===== src/rtl/seg_scan_pkg.sv =====
// seg_scan_pkg: shared constants, types and the segment decoder for the
// seven-segment scan-capture block.
//   - active-low segment patterns for 0-9 and blank (dp bit dropped)
//   - active-low one-hot anode selects and the display-off pattern
//   - digit position indices (SEC0..MIN1)
//   - capture FSM state type and decoder result struct
package seg_scan_pkg;

    localparam logic [6:0] SEG_0     = 7'h40;
    localparam logic [6:0] SEG_1     = 7'h79;
    localparam logic [6:0] SEG_2     = 7'h24;
    localparam logic [6:0] SEG_3     = 7'h30;
    localparam logic [6:0] SEG_4     = 7'h19;
    localparam logic [6:0] SEG_5     = 7'h12;
    localparam logic [6:0] SEG_6     = 7'h02;
    localparam logic [6:0] SEG_7     = 7'h78;
    localparam logic [6:0] SEG_8     = 7'h00;
    localparam logic [6:0] SEG_9     = 7'h10;
    localparam logic [6:0] SEG_BLANK = 7'h7F;

    localparam logic [3:0] AN_SEC0   = 4'b1110;
    localparam logic [3:0] AN_SEC1   = 4'b1101;
    localparam logic [3:0] AN_MIN0   = 4'b1011;
    localparam logic [3:0] AN_MIN1   = 4'b0111;
    localparam logic [3:0] ANODE_OFF = 4'b1111;

    localparam logic [1:0] SEC0 = 2'd0;
    localparam logic [1:0] SEC1 = 2'd1;
    localparam logic [1:0] MIN0 = 2'd2;
    localparam logic [1:0] MIN1 = 2'd3;

    typedef enum logic {
        ST_SETTLE,
        ST_HOLD
    } scan_state_t;

    typedef struct packed {
        logic       valid;  // code is a digit or blank
        logic       blank;  // code is blank
        logic [3:0] bcd;    // decoded digit (0 when blank/invalid)
    } seg_dec_t;

    function automatic seg_dec_t seg_decode(input logic [6:0] seg);
        seg_dec_t d;
        d.valid = 1'b1;
        d.blank = 1'b0;
        d.bcd   = 4'd0;
        case (seg)
            SEG_0:     d.bcd = 4'd0;
            SEG_1:     d.bcd = 4'd1;
            SEG_2:     d.bcd = 4'd2;
            SEG_3:     d.bcd = 4'd3;
            SEG_4:     d.bcd = 4'd4;
            SEG_5:     d.bcd = 4'd5;
            SEG_6:     d.bcd = 4'd6;
            SEG_7:     d.bcd = 4'd7;
            SEG_8:     d.bcd = 4'd8;
            SEG_9:     d.bcd = 4'd9;
            SEG_BLANK: d.blank = 1'b1;
            default:   d.valid = 1'b0;
        endcase
        return d;
    endfunction

endpackage


===== src/rtl/seg_bus_sync.sv =====
// seg_bus_sync: WIDTH-bit two-flop synchronizer with asynchronous
// active-low reset to RST_VAL.
//   i_clk   - destination clock
//   i_rst_n - asynchronous active-low reset
//   i_d     - asynchronous input bus
//   o_q     - synchronized bus
module seg_bus_sync #(
    parameter int unsigned           WIDTH   = 12,
    parameter logic [WIDTH-1:0]      RST_VAL = '1
) (
    input  logic             i_clk,
    input  logic             i_rst_n,
    input  logic [WIDTH-1:0] i_d,
    output logic [WIDTH-1:0] o_q
);

    logic [WIDTH-1:0] r_meta;
    logic [WIDTH-1:0] r_sync;

    always_ff @(posedge i_clk or negedge i_rst_n) begin
        if (!i_rst_n) begin
            r_meta <= RST_VAL;
            r_sync <= RST_VAL;
        end else begin
            r_meta <= i_d;
            r_sync <= r_meta;
        end
    end

    assign o_q = r_sync;

endmodule


===== src/rtl/seg_scan_capture.sv =====
// seg_scan_capture: samples a multiplexed active-low anode/segment display
// bus and decodes each stable digit back to BCD.
//   clk          - system clock
//   rst          - asynchronous active-low reset
//   anode_count  - active-low one-hot digit select (1110 = sec0 .. 0111 = min1)
//   seven_seg    - active-low segments {dp, g..a}
//   sec0..min1   - last decoded BCD per position
//   digit_valid  - position captured since reset / last timeout
//   blank_seen   - most recent capture at that position was blank
//   frame_done   - pulse when all four positions captured since last pulse
//   err          - pulse on illegal anode or undecodable segment code
//   err_count    - saturating count of err pulses
// Build option: define SEG_SCAN_ERR_EN to enable err/err_count; otherwise
// both are tied low and illegal codes are silently ignored.
module seg_scan_capture #(
    parameter int unsigned STABLE_CYCLES  = 16,
    parameter int unsigned TIMEOUT_CYCLES = 1048576
) (
    input  logic       clk,
    input  logic       rst,
    input  logic [3:0] anode_count,
    input  logic [7:0] seven_seg,
    output logic [3:0] sec0,
    output logic [3:0] sec1,
    output logic [3:0] min0,
    output logic [3:0] min1,
    output logic [3:0] digit_valid,
    output logic [3:0] blank_seen,
    output logic       frame_done,
    output logic       err,
    output logic [7:0] err_count
);
    import seg_scan_pkg::*;

    localparam int unsigned     TO_W     = $clog2(TIMEOUT_CYCLES) + 1;
    localparam logic [TO_W-1:0] TO_MAX   = TO_W'(TIMEOUT_CYCLES - 1);
    localparam logic [7:0]      STAB_MAX = 8'(STABLE_CYCLES - 1);

    logic [11:0]     w_samp;
    logic [11:0]     r_prev;
    logic            w_chg;
    logic [7:0]      r_stab_cnt;
    scan_state_t     r_state;
    scan_state_t     w_state_nxt;
    logic            w_capture;
    seg_dec_t        w_dec;
    logic            w_an_legal;
    logic [1:0]      w_pos;
    logic [3:0]      w_pos_oh;
    logic            w_cap_ok;
    logic            w_timeout;
    logic [3:0]      w_valid_base;
    logic [3:0]      w_mask_base;
    logic [3:0]      w_mask_new;
    logic [3:0]      r_bcd [4];
    logic [3:0]      r_valid;
    logic [3:0]      r_blank;
    logic [3:0]      r_mask;
    logic            r_frame;
    logic [TO_W-1:0] r_to_cnt;

    // Idle bus (all ones) is the reset value so reset looks like display-off.
    seg_bus_sync #(
        .WIDTH   (12),
        .RST_VAL (12'hFFF)
    ) u_sync (
        .i_clk   (clk),
        .i_rst_n (rst),
        .i_d     ({anode_count, seven_seg}),
        .o_q     (w_samp)
    );

    assign w_chg = (w_samp != r_prev);

    always_ff @(posedge clk or negedge rst) begin
        if (!rst) begin
            r_prev     <= '1;
            r_stab_cnt <= '0;
        end else begin
            r_prev <= w_samp;
            if (w_chg) begin
                r_stab_cnt <= '0;
            end else if (r_stab_cnt != STAB_MAX) begin
                r_stab_cnt <= r_stab_cnt + 8'd1;
            end
        end
    end

    always_ff @(posedge clk or negedge rst) begin
        if (!rst) begin
            r_state <= ST_SETTLE;
        end else begin
            r_state <= w_state_nxt;
        end
    end

    // Capture fires only on the SETTLE->HOLD edge, giving one capture per dwell.
    always_comb begin
        w_state_nxt = r_state;
        w_capture   = 1'b0;
        case (r_state)
            ST_SETTLE: begin
                if (!w_chg && (r_stab_cnt == STAB_MAX)) begin
                    w_state_nxt = ST_HOLD;
                    w_capture   = 1'b1;
                end
            end
            ST_HOLD: begin
                if (w_chg) begin
                    w_state_nxt = ST_SETTLE;
                end
            end
            default: w_state_nxt = ST_SETTLE;
        endcase
    end

    always_comb begin
        w_an_legal = 1'b1;
        w_pos      = SEC0;
        case (w_samp[11:8])
            AN_SEC0: w_pos = SEC0;
            AN_SEC1: w_pos = SEC1;
            AN_MIN0: w_pos = MIN0;
            AN_MIN1: w_pos = MIN1;
            default: w_an_legal = 1'b0;
        endcase
    end

    assign w_dec        = seg_decode(w_samp[6:0]);
    assign w_pos_oh     = 4'b0001 << w_pos;
    assign w_cap_ok     = w_capture && w_an_legal && w_dec.valid;
    assign w_timeout    = (r_to_cnt == TO_MAX);
    assign w_valid_base = w_timeout ? 4'b0000 : r_valid;
    assign w_mask_base  = w_timeout ? 4'b0000 : r_mask;
    assign w_mask_new   = w_mask_base | w_pos_oh;

    // A capture coinciding with a timeout still lands: the timeout clears
    // the other bits, then the captured position is set on top.
    always_ff @(posedge clk or negedge rst) begin
        if (!rst) begin
            r_bcd    <= '{default: 4'd0};
            r_valid  <= '0;
            r_blank  <= '0;
            r_mask   <= '0;
            r_frame  <= 1'b0;
            r_to_cnt <= '0;
        end else begin
            r_frame  <= 1'b0;
            r_to_cnt <= (w_cap_ok || w_timeout) ? '0 : r_to_cnt + TO_W'(1);
            r_valid  <= w_cap_ok ? (w_valid_base | w_pos_oh) : w_valid_base;
            if (w_cap_ok) begin
                if (!w_dec.blank) begin
                    r_bcd[w_pos] <= w_dec.bcd;
                end
                r_blank[w_pos] <= w_dec.blank;
                if (w_mask_new == 4'hF) begin
                    r_mask  <= '0;
                    r_frame <= 1'b1;
                end else begin
                    r_mask <= w_mask_new;
                end
            end else begin
                r_mask <= w_mask_base;
            end
        end
    end

    assign sec0        = r_bcd[SEC0];
    assign sec1        = r_bcd[SEC1];
    assign min0        = r_bcd[MIN0];
    assign min1        = r_bcd[MIN1];
    assign digit_valid = r_valid;
    assign blank_seen  = r_blank;
    assign frame_done  = r_frame;

`ifdef SEG_SCAN_ERR_EN
    logic       w_cap_err;
    logic       r_err;
    logic [7:0] r_err_cnt;

    // Display-off (all anodes high) is not an error.
    assign w_cap_err = w_capture &&
                       (w_an_legal ? !w_dec.valid : (w_samp[11:8] != ANODE_OFF));

    always_ff @(posedge clk or negedge rst) begin
        if (!rst) begin
            r_err     <= 1'b0;
            r_err_cnt <= '0;
        end else begin
            r_err <= w_cap_err;
            if (w_cap_err && (r_err_cnt != 8'hFF)) begin
                r_err_cnt <= r_err_cnt + 8'd1;
            end
        end
    end

    assign err       = r_err;
    assign err_count = r_err_cnt;
`else
    assign err       = 1'b0;
    assign err_count = '0;
`endif

endmodule


===== config.mk =====
export PLATFORM = sky130hd
export DESIGN_NAME = seg_scan_capture
export DESIGN_NICKNAME = d
export VERILOG_FILES = /design/src/rtl/seg_scan_pkg.sv /design/src/rtl/seg_bus_sync.sv /design/src/rtl/seg_scan_capture.sv
export SDC_FILE = /design/constraint.sdc
export NUM_CORES = 1
export LEC_CHECK = 0
export BUFFER_PORTS_ARGS = -buffer_cell sky130_fd_sc_hd__buf_2
export CORE_MARGIN = 1
export CORE_UTILIZATION = 40
export DETAILED_ROUTE_END_ITERATION = 12
export PLACE_DENSITY_LB_ADDON = 0.12
export SLEW_MARGIN = 20
export SYNTH_ARGS = -nofsm -noshare
export SYNTH_HDL_FRONTEND = slang
export SYNTH_HIERARCHICAL = 1
export SYNTH_SLANG_ARGS = --single-unit

===== constraint.sdc =====
create_clock -name clk -period 3.25 [get_ports clk]
set_input_delay 0.975 -clock clk [delete_from_list [all_inputs] [get_ports clk]]
set_output_delay 0.975 -clock clk [all_outputs]
set_load 0.005 [all_outputs]

* Word-level counts from Yosys, hierarchy flattened
Index checks and enable logic that the tools add are counted.
Operators by class: $lt $le $gt $ge 4, equal/unequal tests 19, shift operators 1, bitwise logic cells 5, add/sub/neg operators 2, muxes and demuxes 25, reductions and logical operators 12
Operators by type and width (number):
- $pmux 4 s9 | 1
- $eq 7x7->1 const B | 4
- $mux 4 | 6
- $add 21x1->21 const B | 1
- $eq 21x20->1 const B | 1
- $eq 7x5->1 const B | 3
- $mux 21 | 1
- $bwmux 16 | 1
- $eq 4x4->1 const B | 4
- $mux 8 | 2
- $eq 7x6->1 const B | 2
- $ne 12x12->1 | 1
- $reduce_or 11->1 | 1
- $mux 1 | 9
- $add 8x1->8 const B | 1
- $demux 4 s2 | 1
- $eq 8x4->1 const B | 1
- $ne 8x4->1 const B | 1
- $or 4x4->4 | 2
- $eq 7x2->1 const B | 1
- $logic_not 7->1 | 1
- $pmux 2 s3 | 1
- $logic_and 1x1->1 | 5
- $bwmux 4 | 1
- 15 further kinds | 16
Word-level totals: logic and storage cells 82, register bits after elaboration 95, input bits 14, output and inout port bits 34

* Longest topological paths before layout
depth in word-level cells 9, depth in mapped cells 8, mapped depth without buffers 7

* Cells and area by module
The synthesis kept the hierarchy.
Modules (own cells, without submodules):
- seg_scan_capture | instances 1, cells each 318, area an instance 3464.6 um2, sequential area each 1791.7 um2
- seg_bus_sync | instances 1, cells each 24, area an instance 630.6 um2, sequential area each 630.6 um2

* Worst setup path before layout
No wires, ideal clock.
path type reg2reg, start register u_sync.r_sync[2], in the netlist u_sync/o_q[2], end register r_bcd (netlist bit min1[0]), clock period less this slack 2.403 ns, data required time 3.125 ns, path buffers 1, arrival 2.278 ns, library setup time 0.125 ns, slack 0.847 ns, stages on the path, launching flop included 8, path through dfstp_2 buf_2 nor2b_1 or4_1 nand4_1 nand3b_2 or3_4 mux2_4
On the way: longest elaborated chain between the ends 8, elaborated cells between the ends (all ways) 25, classes of those cells eq/ne: 11; mux: 6; bitwise: 1; reduce/logical: 7
Ends and longest elaborated chain:
- start: declaration | line seg_bus_sync.sv:18 | logic [WIDTH-1:0] r_sync;
- start signal: assignment | line seg_bus_sync.sv:26 | r_sync <= r_meta;
- $ne 12x12->1 | line seg_scan_capture.sv:73 | assign w_chg = (w_samp != r_prev);
- $logic_not 1->1 | line seg_scan_capture.sv:103 | if (!w_chg && (r_stab_cnt == STAB_MAX)) begin
- $logic_and 1x1->1 | line seg_scan_capture.sv:103
- $mux 1 | line seg_scan_capture.sv:103
- $mux 1 | line seg_scan_capture.sv:101 | case (r_state)
- $logic_and 1x1->1 (2 in series) | line seg_scan_capture.sv:131 | assign w_cap_ok = w_capture && w_an_legal && w_dec.valid;
- $reduce_and 2->1 (no source line)
- end signal: indexed assignment | line seg_scan_capture.sv:153 | r_bcd[w_pos] <= w_dec.bcd;
- end: declaration | line seg_scan_capture.sv:55 | logic [3:0] r_bcd [4];
Several ways; a longest one is shown, not always the timed one. A chain may end at the register's enable or synchronous reset.

* Worst setup path after layout
start register u_sync.r_sync[5], in the netlist u_sync/o_q[5], end register r_bcd (netlist bit min1[0])
Same word-level chain as after synthesis.

==> results list <==
- NetSw: 481 uW
* Internal power consumption: roughly 1.5 mW
- The first TritonRoute pass finished after 4 iterations.
* Area of the mapped netlist: 0.00410 sq mm
* Hold_sp: u_sync/r_meta[10]$_DFF_PN1_
* Remaining design rule violation count: 0
- Leakage: 2.15 nW
* Cell at the root of the clock tree: sky130_fd_sc_hd__clkbuf_8
- Total power for the finished layout comes to 2.02 mW.
- The first global-routing pass estimated 11.5 mm of wire.
- Worst-Skew Late Latency: 0.36 ns
* Number of ports placed on the die boundary: 48
- Clock transition at the registers of the reported paths: ~0.090 ns
- RSZ-0062 raised after global routing: no
- Area used by sequential logic in the layout: 0.00242 sq mm
- Critical path startpoint category: flop
- Of the available clock period, the critical path in the final layout requires 0.786.
* Portion of total power attributed to the clock network: 0.345
* Maximum operating frequency: 392 MHz
- Detailed-route vias per instance: about 4.8
- STA classifies the critical path endpoint as a flop.
- Die height: 103 microns
* Vias: between 2000 and 3000
- Post-synth EDFFs: 0
- Area share of the leading cell type in the synthesized netlist: 0.361
* Number of setup violations in the final report: 0
- In the final routed layout, each cell accounts on average for about 13 microns.
- Final setup TNS: 0 ns
- Vias in the first global route: about 2400
- The tightest min-delay check is of the reg2reg type.
* Filler cell count in the final layout: 914
* Critical R2R Capture: min1[0]$_DFFE_PN0P_
* Relative slew slack: 0.543
- Total overflow reported by the global router: 0
- Dividing the synthesized area by the synthesized cell count gives 12.0 sq um.
- For this configuration, the core starts out at a cell density of 0.415.
- Data arrival time of the critical path: 2.79 ns
- The congestion estimate from routability-driven global placement came to around 0.81.
- In this run the number of H-tree levels came out at 3.
* Sequential share of power: 0.618
- For this run, the total global-route usage over all layers was measured as 0.142.
* Final critical-path required period: 2.55 ns
- During placement, the flow inserted port buffers numbering 38.
- The number of cells on the worst reg-to-reg path is 6.
- The worst-case IR drop observed on VDD is 272 uV.
- Initial antenna violation count: 0
- For this run, the number of Yosys warnings is 6.
* Fraction of registers with async set/reset: 1.00
- Once detail routing completed, the nets flagged for antenna violations numbered 0.
* Hold_ws: ~0.36 ns
- Counting instances, the worst hold path has a depth of 0.
* Number of max-cap violations: 0
- Die outline area: 0.0106 sq mm
* Cells resized by post-CTS repair: 0
- Violation count after the first detailed-route iteration: 56
- TritonCTS built the clock tree.
- The number of hold buffers added after CTS was 0.
* Diodes inserted: 0
* Horizontal die dimension: between 100 and 150 microns
- Final-report hold violation count: 0
- Longest Clk Path Bufs: 2
* Area contributors post-synth: sky130_fd_sc_hd__dfrtp_1 36%, sky130_fd_sc_hd__dfstp_2 23%, sky130_fd_sc_hd__xor2_1 5.6%, sky130_fd_sc_hd__nor2_1 3.4%, sky130_fd_sc_hd__mux2_1 3.3%
- Setup slack of the worst register-to-register path: 0.70 ns
* Synthesized netlist cell count: 342
- Number of pins exceeding their max-slew limit in the final report: 0
- Routed Wire Length: 6.98 mm
* Post-synthesis register bit count: 95
* NumNets Final: roughly 400
* Worst-path fanout max: 10
* Hold path endpoint: u_sync/o_q[10]$_DFF_PN1_
* Multi-input combinational cell area: approximately 0.0016 sq mm
* Layout cell share with drive strength beyond 1: 0.303
- Pin count of the biggest net entering global routing: 48
* Num Clock Sinks: between 90 and 100
* Startpoint of the most critical register-to-register path: u_sync/o_q[5]$_DFF_PN1_
* Largest area contributor in the netlist: sky130_fd_sc_hd__dfrtp_1
- HPWL Detailed: 4.92 mm
- The run finished with clean final reports.
- Signed area change from the synthesized netlist to the final layout: 11.8%
- Counting the buffers created by CTS gives 9.
- At the worst endpoint, the required time is 3.49 ns.
* Most common library cells after synthesis: 59 x sky130_fd_sc_hd__dfrtp_1, 37 x sky130_fd_sc_hd__nor2_1, 36 x sky130_fd_sc_hd__dfstp_2
- Setup clock skew after layout: about 0.014 ns
- Type of the worst setup path: reg2reg
- Of the total power, the share spent switching nets is 0.238.
* Number of rows created at floorplan: 36
- Yosys instantiated no cell more often than sky130_fd_sc_hd__dfrtp_1.
- The most used flip-flop cell after synthesis is sky130_fd_sc_hd__dfrtp_1.
- After synthesis, the netlist uses 53 different library cells.
- Cell Area, Placed: 0.00441 sq mm
* Sequential share of the synthesized area: 0.592
* Number of buffers added for setup after CTS: 0
- Standard cell core area: 0.00986 sq mm
- Combinational share of power: 0.037
- At the pin with the least slew margin, the transition time is 0.683 ns.
* Power density over the cells: ~440 mW/mm^2
* Final Instance Area: 0.00458 sq mm
## how the worst max path moves through the flow
| stage | start | depth (start not counted) | end |
|---|---|---|---|
| detailed placement | u_sync/o_q[5]$_DFF_PN1_ | 6 | min0[1]$_DFFE_PN0P_ |
| global route | r_stab_cnt[0]$_DFFE_PN0P_ | 7 | sec1[0]$_DFFE_PN0P_ |
| floorplan | u_sync/o_q[2]$_DFF_PN1_ | 7 | min1[0]$_DFFE_PN0P_ |
| finish | u_sync/o_q[5]$_DFF_PN1_ | 6 | min1[0]$_DFFE_PN0P_ |
| CTS | u_sync/o_q[5]$_DFF_PN1_ | 6 | min1[0]$_DFFE_PN0P_ |
| global placement | u_sync/o_q[5]$_DFF_PN1_ | 6 | min1[2]$_DFFE_PN0P_ |
## cells by family (layout without fill, tap and decap cells)
| kind of cell | count (synthesis) | in the layout | synth area share |
|---|---|---|---|
| AOI/OAI and AO/OA | 24 | 24 | 0.0373 |
| xor gates and xnor gates | 38 | 38 | 0.0813 |
| adders and majority gates | 2 | 2 | 0.00611 |
| buffers and inverters | 23 | 63 | 0.0370 |
| DFF | 95 | 95 | 0.592 |
| muxes | 21 | 21 | 0.0611 |
| other | 1 | 9 | 0.000916 |
| and+or+nand+nor | 138 | 138 | 0.185 |
## critical path, stage by stage (launching register included)
cell	delay, ns
sky130_fd_sc_hd__dfstp_2	0.65
sky130_fd_sc_hd__nand3_2	0.12
sky130_fd_sc_hd__or4_1	0.51
sky130_fd_sc_hd__nand4_1	0.16
sky130_fd_sc_hd__nand3b_2	0.21
sky130_fd_sc_hd__or3_4	0.49
sky130_fd_sc_hd__mux2_4	0.31
## layout make-up
class / instances / share of cell area
clock buffers: 10 / 0.0279
flip-flops and latches: 95 / 0.529
well taps: 133 / 0.0363
clock inverters: 6 / 0.00984
multi-input cells: 232 / 0.339
repair buffers: 45 / 0.0563
inverters: 2 / 0.00164
## metrics by stage
step	utilization	cells	worst slack, ns
detailed placement	0.447	507	0.717
finish	0.464	523	0.696
CTS	0.464	523	0.701
global placement	0.447	507	0.745
global route	0.464	523	0.552
floorplan	-	350	0.847
## power groups by stage
stage	registers [mW]	clock network [mW]	logic [mW]
floorplan	1.25	0	0.0584
global placement	1.27	0	0.0757
detailed placement	1.27	0	0.0767
CTS	1.25	0.720	0.0768
global route	1.25	0.771	0.0869
finish	1.25	0.695	0.0745
## layout by cell type, fill, tap and decap left out, drive strengths merged, types with 2 or more instances in the layout
cell	synthesis	routed
dfrtp	59	59
buf	20	45
nor2	37	37
dfstp	36	36
nand2	27	27
xor2	26	26
mux2	20	20
nand3	16	16
xnor2	12	12
clkbuf	1	10
conb	1	9
a21oi	8	8
or3	8	8
nor4	7	7
o21ai	7	7
nor3	6	6
nor2b	5	5
and3	5	5
nand4	4	4
nor3b	4	4
inv	2	4
clkinv	0	4
or2	3	3
nand3b	3	3
and4	2	2
nand4b	2	2
a22oi	2	2
a21o	2	2
nand2b	2	2
ha	2	2
## flip-flops by register name (all words and copies together), names as in the netlist
name and flops:
sec1 4, digit_valid 4, min0 4, u_sync/r_meta 12, r_mask 4, r_stab_cnt 8
min1 4, sec0 4, u_sync/o_q 12, blank_seen 4, frame_done 1, r_state 1
r_prev 12, r_to_cnt 21
## routing by layer
metal	global-route usage	part of all wire	vias to the layer above	wire length, microns
met4	0.0596	0.015	0	102
met3	0.0282	0.034	8	240
met1	0.197	0.50	1214	3490
li1	-	-	1229	-
met2	0.218	0.45	61	3150
met5	0	0	-	0
Note: power is estimated with default switching activity, not from simulation.
